[config.mk]
export PLATFORM = sky130hd
export DESIGN_NAME = dma_page_address_unit
export DESIGN_NICKNAME = d
export VERILOG_FILES = /design/src/rtl/dma_page_address_unit.sv
export SDC_FILE = /design/constraint.sdc
export NUM_CORES = 1
export LEC_CHECK = 0
export CAP_MARGIN = 20
export CORE_ASPECT_RATIO = 0.6
export CORE_MARGIN = 3
export CORE_UTILIZATION = 53
export CTS_CLUSTER_DIAMETER = 120
export DETAILED_ROUTE_END_ITERATION = 7
export GPL_ROUTABILITY_DRIVEN = 0
export PLACE_DENSITY = 0.79
export SYNTH_ARGS = -nofsm -noshare
export SYNTH_HDL_FRONTEND = slang
export SYNTH_SLANG_ARGS = --single-unit
export TNS_END_PERCENT = 1
[constraint.sdc]
create_clock -name Clock -period 2.6 [get_ports Clock]
set_input_delay 0.39 -clock Clock [delete_from_list [all_inputs] [get_ports Clock]]
set_output_delay 0.39 -clock Clock [all_outputs]
set_load 0.005 [all_outputs]
[src/rtl/dma_page_address_unit.sv]
`default_nettype none
// ============================================================================
// Module      : dma_page_address_unit
// Description : Downstream address stage of an 8237A-style DMA controller.
//               Builds the 24-bit system address {page, A15-A8, A7-A0} for
//               every DMA bus cycle. Latches the upper address byte that the
//               controller multiplexes onto DBIn under ADSTB, prepends the
//               per-channel page register selected by DACK, and detects 64K
//               page wrap within a service (sticky status + WrapIrq).
// Revision    : 1.0 - initial release
// ----------------------------------------------------------------------------
// Parameters
//   NUM_CH    : number of DMA channels / page registers (1..4 supported,
//               RegAddr 4 is always the wrap status register)
//   PAGE_RST  : reset value of every page register
// Compile-time option
//   DMA_AUTO_PAGE_INC_EN : when defined, an increment wrap advances the page
//               of the serviced channel and a decrement wrap retreats it, so
//               transfers run linearly across 64K boundaries. When undefined
//               pages change only by CPU write.
// Ports
//   Clock, nReset        : clock, asynchronous active-low reset
//   nCSPage, nIOW, nIOR  : CPU register access strobes (active low)
//   RegAddr              : 0..NUM_CH-1 page registers, 4 wrap status
//   DBIn / DBOut / DBOE  : data bus in, register read data, read enable
//   ADSTB, AEN, A7_A0    : address strobe, address enable, low address byte
//   DACK                 : channel acknowledge, active high
//   SysAddr, AddrValid   : registered 24-bit address and its qualifier
//   WrapIrq              : OR of the sticky wrap status bits (registered)
// ============================================================================
module dma_page_address_unit #(
    parameter int         NUM_CH   = 4,
    parameter logic [7:0] PAGE_RST = 8'h00
) (
    input  logic              Clock,
    input  logic              nReset,
    input  logic              nCSPage,
    input  logic              nIOW,
    input  logic              nIOR,
    input  logic [2:0]        RegAddr,
    input  logic [7:0]        DBIn,
    output logic [7:0]        DBOut,
    output logic              DBOE,
    input  logic              ADSTB,
    input  logic              AEN,
    input  logic [7:0]        A7_A0,
    input  logic [NUM_CH-1:0] DACK,
    output logic [23:0]       SysAddr,
    output logic              AddrValid,
    output logic              WrapIrq
);

    localparam int         c_CHW      = (NUM_CH > 1) ? $clog2(NUM_CH) : 1;
    localparam logic [3:0] c_NUM_CH4  = 4'(NUM_CH);
    localparam logic [2:0] c_REG_STAT = 3'd4;

    // Address FSM encoding
    localparam logic [1:0] c_IDLE     = 2'd0;
    localparam logic [1:0] c_WAIT_STB = 2'd1;
    localparam logic [1:0] c_VALID    = 2'd2;

    // ------------------------------------------------------------------
    // Registers
    // ------------------------------------------------------------------
    logic [1:0]        r_state;
    logic              r_nIowD;       // previous nIOW, for rising-edge detect
    logic              r_adstbD;      // previous ADSTB, for falling-edge detect
    logic [7:0]        r_upperLatch;  // follows DBIn while ADSTB is high
    logic [7:0]        r_upperCur;    // upper byte committed at ADSTB fall
    logic [7:0]        r_prevUpper;   // upper byte of the previous strobe
    logic              r_prevValid;   // r_prevUpper belongs to this service
    logic [c_CHW-1:0]  r_chan;        // channel currently in service
    logic [7:0]        r_page [NUM_CH];
    logic [NUM_CH-1:0] r_status;
    logic              r_wrapIrq;
    logic              r_addrValid;
    logic [23:0]       r_sysAddr;

    // ------------------------------------------------------------------
    // Combinational decode
    // ------------------------------------------------------------------
    logic              w_dackOneHot;
    logic [c_CHW-1:0]  w_dackIdx;
    logic              w_adstbFall;
    logic              w_cpuWrite;
    logic              w_regIsPage;
    logic              w_pageWr;
    logic              w_statusWr;
    logic              w_newSvc;
    logic              w_inService;
    logic              w_strobeDone;
    logic              w_wrapInc;
    logic              w_wrapDec;
    logic [NUM_CH-1:0] w_setMask;
    logic [NUM_CH-1:0] w_clrMask;
    logic [7:0]        w_statusByte;
    logic [7:0]        w_readData;

    assign w_dackOneHot = (DACK != '0) && ((DACK & (DACK - NUM_CH'(1))) == '0);

    always_comb begin
        w_dackIdx = '0;
        for (int i = 0; i < NUM_CH; i++) begin
            if (DACK[i]) begin
                w_dackIdx = c_CHW'(i);
            end
        end
    end

    assign w_adstbFall = r_adstbD & ~ADSTB;

    // A CPU write commits on the edge that sees nIOW high after a low sample;
    // the DMA controller owns the bus while AEN is high, so such writes drop.
    assign w_cpuWrite  = nIOW & ~r_nIowD & ~nCSPage & ~AEN;
    assign w_regIsPage = ({1'b0, RegAddr} < c_NUM_CH4);
    assign w_pageWr    = w_cpuWrite & w_regIsPage;
    assign w_statusWr  = w_cpuWrite & (RegAddr == c_REG_STAT);

    // A different one-hot DACK while valid starts a fresh service.
    assign w_newSvc    = (r_state == c_VALID) && AEN && w_dackOneHot &&
                         (w_dackIdx != r_chan);
    assign w_inService = (r_state == c_VALID) && AEN;

    // Wrap is only meaningful between two strobes of the same service.
    assign w_strobeDone = w_inService && w_adstbFall && !w_newSvc && r_prevValid;
    assign w_wrapInc    = w_strobeDone && (r_prevUpper == 8'hFF) && (r_upperLatch == 8'h00);
    assign w_wrapDec    = w_strobeDone && (r_prevUpper == 8'h00) && (r_upperLatch == 8'hFF);

    always_comb begin
        w_setMask = '0;
        for (int i = 0; i < NUM_CH; i++) begin
            w_setMask[i] = (w_wrapInc || w_wrapDec) && (r_chan == c_CHW'(i));
        end
    end

    assign w_clrMask = w_statusWr ? DBIn[NUM_CH-1:0] : '0;

    // ------------------------------------------------------------------
    // Register read path
    // ------------------------------------------------------------------
    always_comb begin
        w_statusByte = 8'h00;
        for (int i = 0; i < NUM_CH; i++) begin
            w_statusByte[i] = r_status[i];
        end
    end

    always_comb begin
        w_readData = 8'h00;
        if (w_regIsPage) begin
            w_readData = r_page[RegAddr[c_CHW-1:0]];
        end else if (RegAddr == c_REG_STAT) begin
            w_readData = w_statusByte;
        end
    end

    assign DBOE  = ~nCSPage & ~nIOR & ~AEN;
    assign DBOut = DBOE ? w_readData : 8'h00;

    // ------------------------------------------------------------------
    // Address FSM, upper-byte latch and previous-upper record
    // ------------------------------------------------------------------
    always_ff @(posedge Clock or negedge nReset) begin
        if (!nReset) begin
            r_state      <= c_IDLE;
            r_nIowD      <= 1'b1;
            r_adstbD     <= 1'b0;
            r_upperLatch <= 8'h00;
            r_upperCur   <= 8'h00;
            r_prevUpper  <= 8'h00;
            r_prevValid  <= 1'b0;
            r_chan       <= '0;
        end else begin
            r_nIowD  <= nIOW;
            r_adstbD <= ADSTB;

            if (AEN && ADSTB) begin
                r_upperLatch <= DBIn;
            end

            case (r_state)
                c_IDLE: begin
                    r_prevValid <= 1'b0;
                    if (AEN) begin
                        r_state <= c_WAIT_STB;
                    end
                end

                c_WAIT_STB: begin
                    if (!AEN) begin
                        r_state     <= c_IDLE;
                        r_prevValid <= 1'b0;
                    end else if (w_adstbFall && w_dackOneHot) begin
                        // First strobe of the service: no wrap check possible.
                        r_state     <= c_VALID;
                        r_chan      <= w_dackIdx;
                        r_upperCur  <= r_upperLatch;
                        r_prevUpper <= r_upperLatch;
                        r_prevValid <= 1'b1;
                    end
                end

                c_VALID: begin
                    if (!AEN) begin
                        r_state     <= c_IDLE;
                        r_prevValid <= 1'b0;
                    end else begin
                        if (w_newSvc) begin
                            r_chan <= w_dackIdx;
                        end
                        if (w_adstbFall) begin
                            r_upperCur  <= r_upperLatch;
                            r_prevUpper <= r_upperLatch;
                            r_prevValid <= 1'b1;
                        end else if (w_newSvc) begin
                            r_prevValid <= 1'b0;
                        end
                    end
                end

                default: begin
                    r_state     <= c_IDLE;
                    r_prevValid <= 1'b0;
                end
            endcase
        end
    end

    // ------------------------------------------------------------------
    // Page registers: CPU write, plus optional wrap-driven page stepping
    // ------------------------------------------------------------------
    always_ff @(posedge Clock or negedge nReset) begin
        if (!nReset) begin
            for (int i = 0; i < NUM_CH; i++) begin
                r_page[i] <= PAGE_RST;
            end
        end else begin
            for (int i = 0; i < NUM_CH; i++) begin
                if (w_pageWr && (RegAddr[c_CHW-1:0] == c_CHW'(i))) begin
                    r_page[i] <= DBIn;
                end
`ifdef DMA_AUTO_PAGE_INC_EN
                // Steps on the same edge that commits the new upper byte, so
                // the next SysAddr carries both together.
                else if (w_wrapInc && (r_chan == c_CHW'(i))) begin
                    r_page[i] <= r_page[i] + 8'd1;
                end else if (w_wrapDec && (r_chan == c_CHW'(i))) begin
                    r_page[i] <= r_page[i] - 8'd1;
                end
`endif
            end
        end
    end

    // ------------------------------------------------------------------
    // Sticky wrap status (set beats write-1-to-clear) and interrupt
    // ------------------------------------------------------------------
    always_ff @(posedge Clock or negedge nReset) begin
        if (!nReset) begin
            r_status  <= '0;
            r_wrapIrq <= 1'b0;
        end else begin
            r_status  <= (r_status & ~w_clrMask) | w_setMask;
            r_wrapIrq <= |r_status;
        end
    end

    // ------------------------------------------------------------------
    // Registered system address
    // ------------------------------------------------------------------
    always_ff @(posedge Clock or negedge nReset) begin
        if (!nReset) begin
            r_addrValid <= 1'b0;
            r_sysAddr   <= 24'h000000;
        end else begin
            r_addrValid <= w_inService;
            r_sysAddr   <= w_inService ? {r_page[r_chan], r_upperCur, A7_A0} : 24'h000000;
        end
    end

    assign SysAddr   = r_sysAddr;
    assign AddrValid = r_addrValid;
    assign WrapIrq   = r_wrapIrq;

endmodule
`default_nettype wire

# Word-level counts from Yosys, hierarchy flattened
# Cells that the tools add are included.
# totals
ff_bits,85
latchBits,0
ramBits,0
romBits,0
input_bits,30
output_inout_bits,35
elab_cells,130
mem_count,0
# classes
n_addsub,1
n_mul,0
n_div,0
magnitude_cmp,3
n_eq_ne,21
shifts,0
n_mux,35
n_bitwise,19
reduce_logical,36
# ops
cell,count
8-bit two-way mux,10
8-bit binary-select mux with 2-bit select,2
24-bit two-way mux,1
1-bit logical AND,21
2-bit two-way mux,10
8-bit equality test (second input constant),2
8-bit logical NOT,2
8-bit case mux with 2 select lines,1
2-bit inequality test (second input constant),7
2-bit equality test (second input constant),5
5-bit AND reduction,2
1-bit AND,8
4-bit AND,2
4-bit two-way mux,2
2-bit by 1-bit equality test with 1-bit output (second input constant),3
3-bit greater-or-equal comparator (second input constant),2
2-bit logical NOT,3
1-bit two-way mux,6
2-bit NOT with 3-bit output,2
2-bit case mux with 3 select lines,1
1-bit NOT,5
4-bit logical NOT,1
4-bit inequality test (second input constant),1
4-bit NOT,1
15 further kinds,15

# Depth between registers and ports, before layout
# Gate-level depths: netlist of the first run.
# depth
word_depth,14
ltp_mapped,7
depth_no_buf,7

# Worst setup path before layout of the first run
# Ideal clock, no wire load.
# synth_timing
kind,input port to output port
startpoint,input RegAddr[0]
endpoint,output DBOut[0]
arrival_time_ns,1.727
setup_slack_ns,0.483
path_stages,5
path_buffers,2
path_cell_list,clkbuf_1 -> buf_2 -> mux4_2 -> a22oi_1 -> nor2_1
# synth_between
elab_chain_cells,6
elab_cells_between_ends,9
cone_classes,1 x order compare; 1 x eq/ne; 6 x mux; 1 x bitwise
# synth_rtl
element,line_no,text
"start, declared",40,"input logic [2:0] RegAddr,"
2-bit NOT with 3-bit output (not written as such),151,w_readData = r_page[RegAddr[c_CHW-1:0]];
8-bit binary-select mux with 2-bit select,151,
8-bit two-way mux (not written as such) (2 in series),151,
8-bit two-way mux (*),150,if (w_regIsPage) begin
8-bit two-way mux (*),158,assign DBOut = DBOE ? w_readData : 8'h00;
"end, declared",42,"output logic [7:0] DBOut,"
# Mark *: on every way between the ends. The rest lies on a longest branch, timed or not. The select of a mux whose other input is x is not followed.

# Worst setup path in the final report of the first run
# layout_timing
startpoint,input nCSPage
endpoint,output DBOut[0]
# layout_between
elab_chain_cells,4
# layout_rtl
element,line_no,text
"start, declared",37,"input logic nCSPage,"
1-bit NOT,157,assign DBOE = ~nCSPage & ~nIOR & ~AEN;
1-bit AND (2 in series),157,
8-bit two-way mux,158,
# No other way between the ends.

==> metrics.md, run 1 <==
| Metric | Value |
|---|---|
| CTS sink cnt | `85` |
| Commonest non-fill, non-tap cell in the layout | `dfrtp_1` |
| Critical path fanouts, max | `4` |
| Num rows | `23` |
| Fin Clk Skew | `6.32 ps` |
| Maximum vdd ir drop | `0.518 mV` |
| Layout cells sized above 1 | `30.2%` |
| Critical path arrival | `2060 ps` |
| RR Startpoint | `r_state[0]` |
| Startpoint class of the critical path | `input pin` |
| Post-cts hold buffer count | `0` |
| Core region area | `6960 sq um` |
| Syn Std Cell Area | `3960 sq um` |
| Clk buf depth | `2` |
| Final Power | `3.57 mW` |
| Worst-path clk slew | `60 ps` |
| Critical path class | `in2out` |
| Fin. Hold Viols | `0` |
| GRT overflow | `0` |
| Starting DRT DRC Count | `196` |
| Syn Nets | `322` |
| Root buffer cell | `clkbuf_16` |
| Yosys warning total | `0` |
| Initial antenna violation count | `0` |
| Worst slew pin tran | `681 ps` |
| Post-detail-place hpwl | `6430 um` |
| Leak | `2.29 nW` |
| DP Area | `4810 sq um` |
| Max Cap Viol | `0` |
| Inserted Clock Buffers | `9` |
| Most frequent cells in the layout | `dfrtp_1 (84), clkdlybuf4s50_1 (60), mux2_2 (49)` |
| Share of async-settable or async-resettable flops after synthesis | `100%` |
| H-tree levels | `3` |
| I/O Buffers | `64` |
| Post-Route WL | `9030 um` |
| Fillers | `490` |
| First-pass GRT wire length | `15,100 um` |
| Vias in the first global route | `2,758` |
| Post-synth EDFFs | `0` |
| Slew headroom | `54.6%` |
| #FFs+latches synth | `85` |
| Tcrit/Tclk final | `94.1%` |
| Fin nets | `402` |
| Die extent in y | `73.0 um` |
| Finished Cell Area | `5090 sq um` |
| Final setup viols | `0` |
| Required @ worst endpoint | `2210 ps` |
| Post-synthesis sequential area ratio | `53.7%` |
| Antenna Cells | `0` |
| Crit. Startpoint | `nCSPage` |
| Router iterations before antenna repair | `4` |
| Minimum clock period | `2450 ps` |
| Syn Area/Cell | `13.7 sq um` |
| Die W | `118 um` |
| PwrDens | `701 nW/um^2` |
| PostCTS Resize Cnt | `0` |
| Drt wl/cell | `19.1 um` |
| GRT Overall Usage | `22.9%` |
| RSZ-0062 raised after global routing | `false` |
| Top-Level Pins | `65` |
| DRC | `0` |
| Hold WC Path Type | `in2async` |
| Final Slew Violations | `0` |
| Area growth, synth to finish | `28.5%` |
| Clock Latency Late Sink | `340 ps` |
| Routed vias/inst | `5.78` |
| Largest net degree at the start of global routing | `45` |
| Initial Util | `56.9%` |
| Die Area | `8580 sq um` |
| Outcome | `completed` |
| Final ANT Viol Nets | `0` |
| Postcts setup bufs | `0` |
| Top_reg_cell synth | `dfrtp_1` |
| FMAX | `0.409 GHz` |
| Vias | `2,739` |
| Setup crit end kind | `output port` |
| CTS tree | `built` |
| Synth unique cells | `47` |
| Mapped Cells | `289` |
==> layout make-up <==
type                       instances  area (sq um)  area share [%]
timing repair buffer              82           801            15.7
tap                              100           125            2.46
inverter                          12          45.0           0.884
sequential                        85          2130            41.8
clock inverter                     4          25.0           0.491
multi-input combinational        179          1730            34.0
clock buffer                      12           236            4.64
==> metrics by stage <==
stage	cells	hold slack (ps)	setup TNS (ps)	util, %	setup WS, ps
3_5_place_dp	458	422	0	69.1	7.71
4_1_cts	474	63.2	-11.7	72.9	-5.62
2_1_floorplan	289	94.4	0	-	483
6_report	474	48.7	0	73.1	152
5_1_grt	474	84.3	0	73.1	29.7
3_3_place_gp	458	417	0	69.1	3.90
==> state kept, by name, summed over array words and instances (netlist names) <==
name,count
r_chan,2
r_state,2
r_nIowD,1
r_adstbD,1
SysAddr,24
WrapIrq,1
r_page,32
r_upperLatch,8
AddrValid,1
r_status,4
r_prevValid,1
r_prevUpper,8
==> synthesized netlist by cell type, types with 2 or more instances <==
| master | count | area share [%] |
|---|---|---|
| buf_2 | 4 | 0.51 |
| a32o_1 | 4 | 1.0 |
| clkbuf_1 | 8 | 0.76 |
| o2111ai_1 | 3 | 0.66 |
| and2_1 | 9 | 1.4 |
| a22oi_1 | 4 | 0.76 |
| nor4_1 | 3 | 0.47 |
| mux2_2 | 49 | 14 |
| inv_1 | 11 | 1.0 |
| nor2_1 | 9 | 0.85 |
| nor3_1 | 3 | 0.38 |
| mux4_2 | 16 | 9.1 |
| nor4_4 | 2 | 1.1 |
| and3_1 | 20 | 3.2 |
| o211ai_1 | 3 | 0.57 |
| nor2b_1 | 4 | 0.63 |
| nand2b_1 | 2 | 0.32 |
| or4_1 | 3 | 0.57 |
| nand4_1 | 4 | 0.63 |
| ha_1 | 3 | 0.95 |
| a21oi_1 | 3 | 0.38 |
| nand2_1 | 9 | 0.85 |
| dfrtp_1 | 84 | 53 |
| nor2_4 | 3 | 0.85 |
| nor4_2 | 2 | 0.63 |
| a31oi_1 | 3 | 0.47 |
==> cells by family after synthesis <==
logic type,Yosys count,synth area share (%)
buf+inv,25,2.68
flops,85,53.7
simple gates,79,13.1
fa+ha+maj,3,0.947
compound gates,30,6.06
mux,66,23.3
xor+xnor,1,0.221
==> final timing paths <==
kind                                  end  slack [ps]  cells past startpoint
setup / recovery                 DBOut[0]         150                      5
hold / removal                  r_chan[1]          50                      1
setup reg to reg              r_status[0]         400                      6
hold reg to reg                r_page[20]         540                      1
max in group asynchronous  r_prevUpper[7]        1930                      2
min in group Clock                r_nIowD         480                      1
==> power by group <==
group	switching [mW]	internal [mW]	total, mW
registers	0.199	1.50	1.70
clock network	0.493	0.644	1.14
logic	0.316	0.416	0.732
total	1.01	2.56	3.57
==> critical path, stage by stage <==
cell             delay (ps)
clkdlybuf4s50_1         420
or3_1                   390
buf_4                   160
nor2_1                  170
clkdlybuf4s50_1         530
==> per-layer routing <==
metal	up-vias	GRT usage (%)	part of all wire [%]
met5	-	0	0
met4	0	5.84	1.0
met3	7	5.96	5.6
met2	79	35.4	46
met1	1404	32.8	47
li1	1249	-	-
(Power assumes the default switching activity.)
==> inputs of run 2 (changes only) <==
Settings changed: CAP_MARGIN 20 to default, GPL_ROUTABILITY_DRIVEN 0 to default.
==> results of run 2 <==
Same layout as run 1: the final DEF is identical, and so are final timing and power.
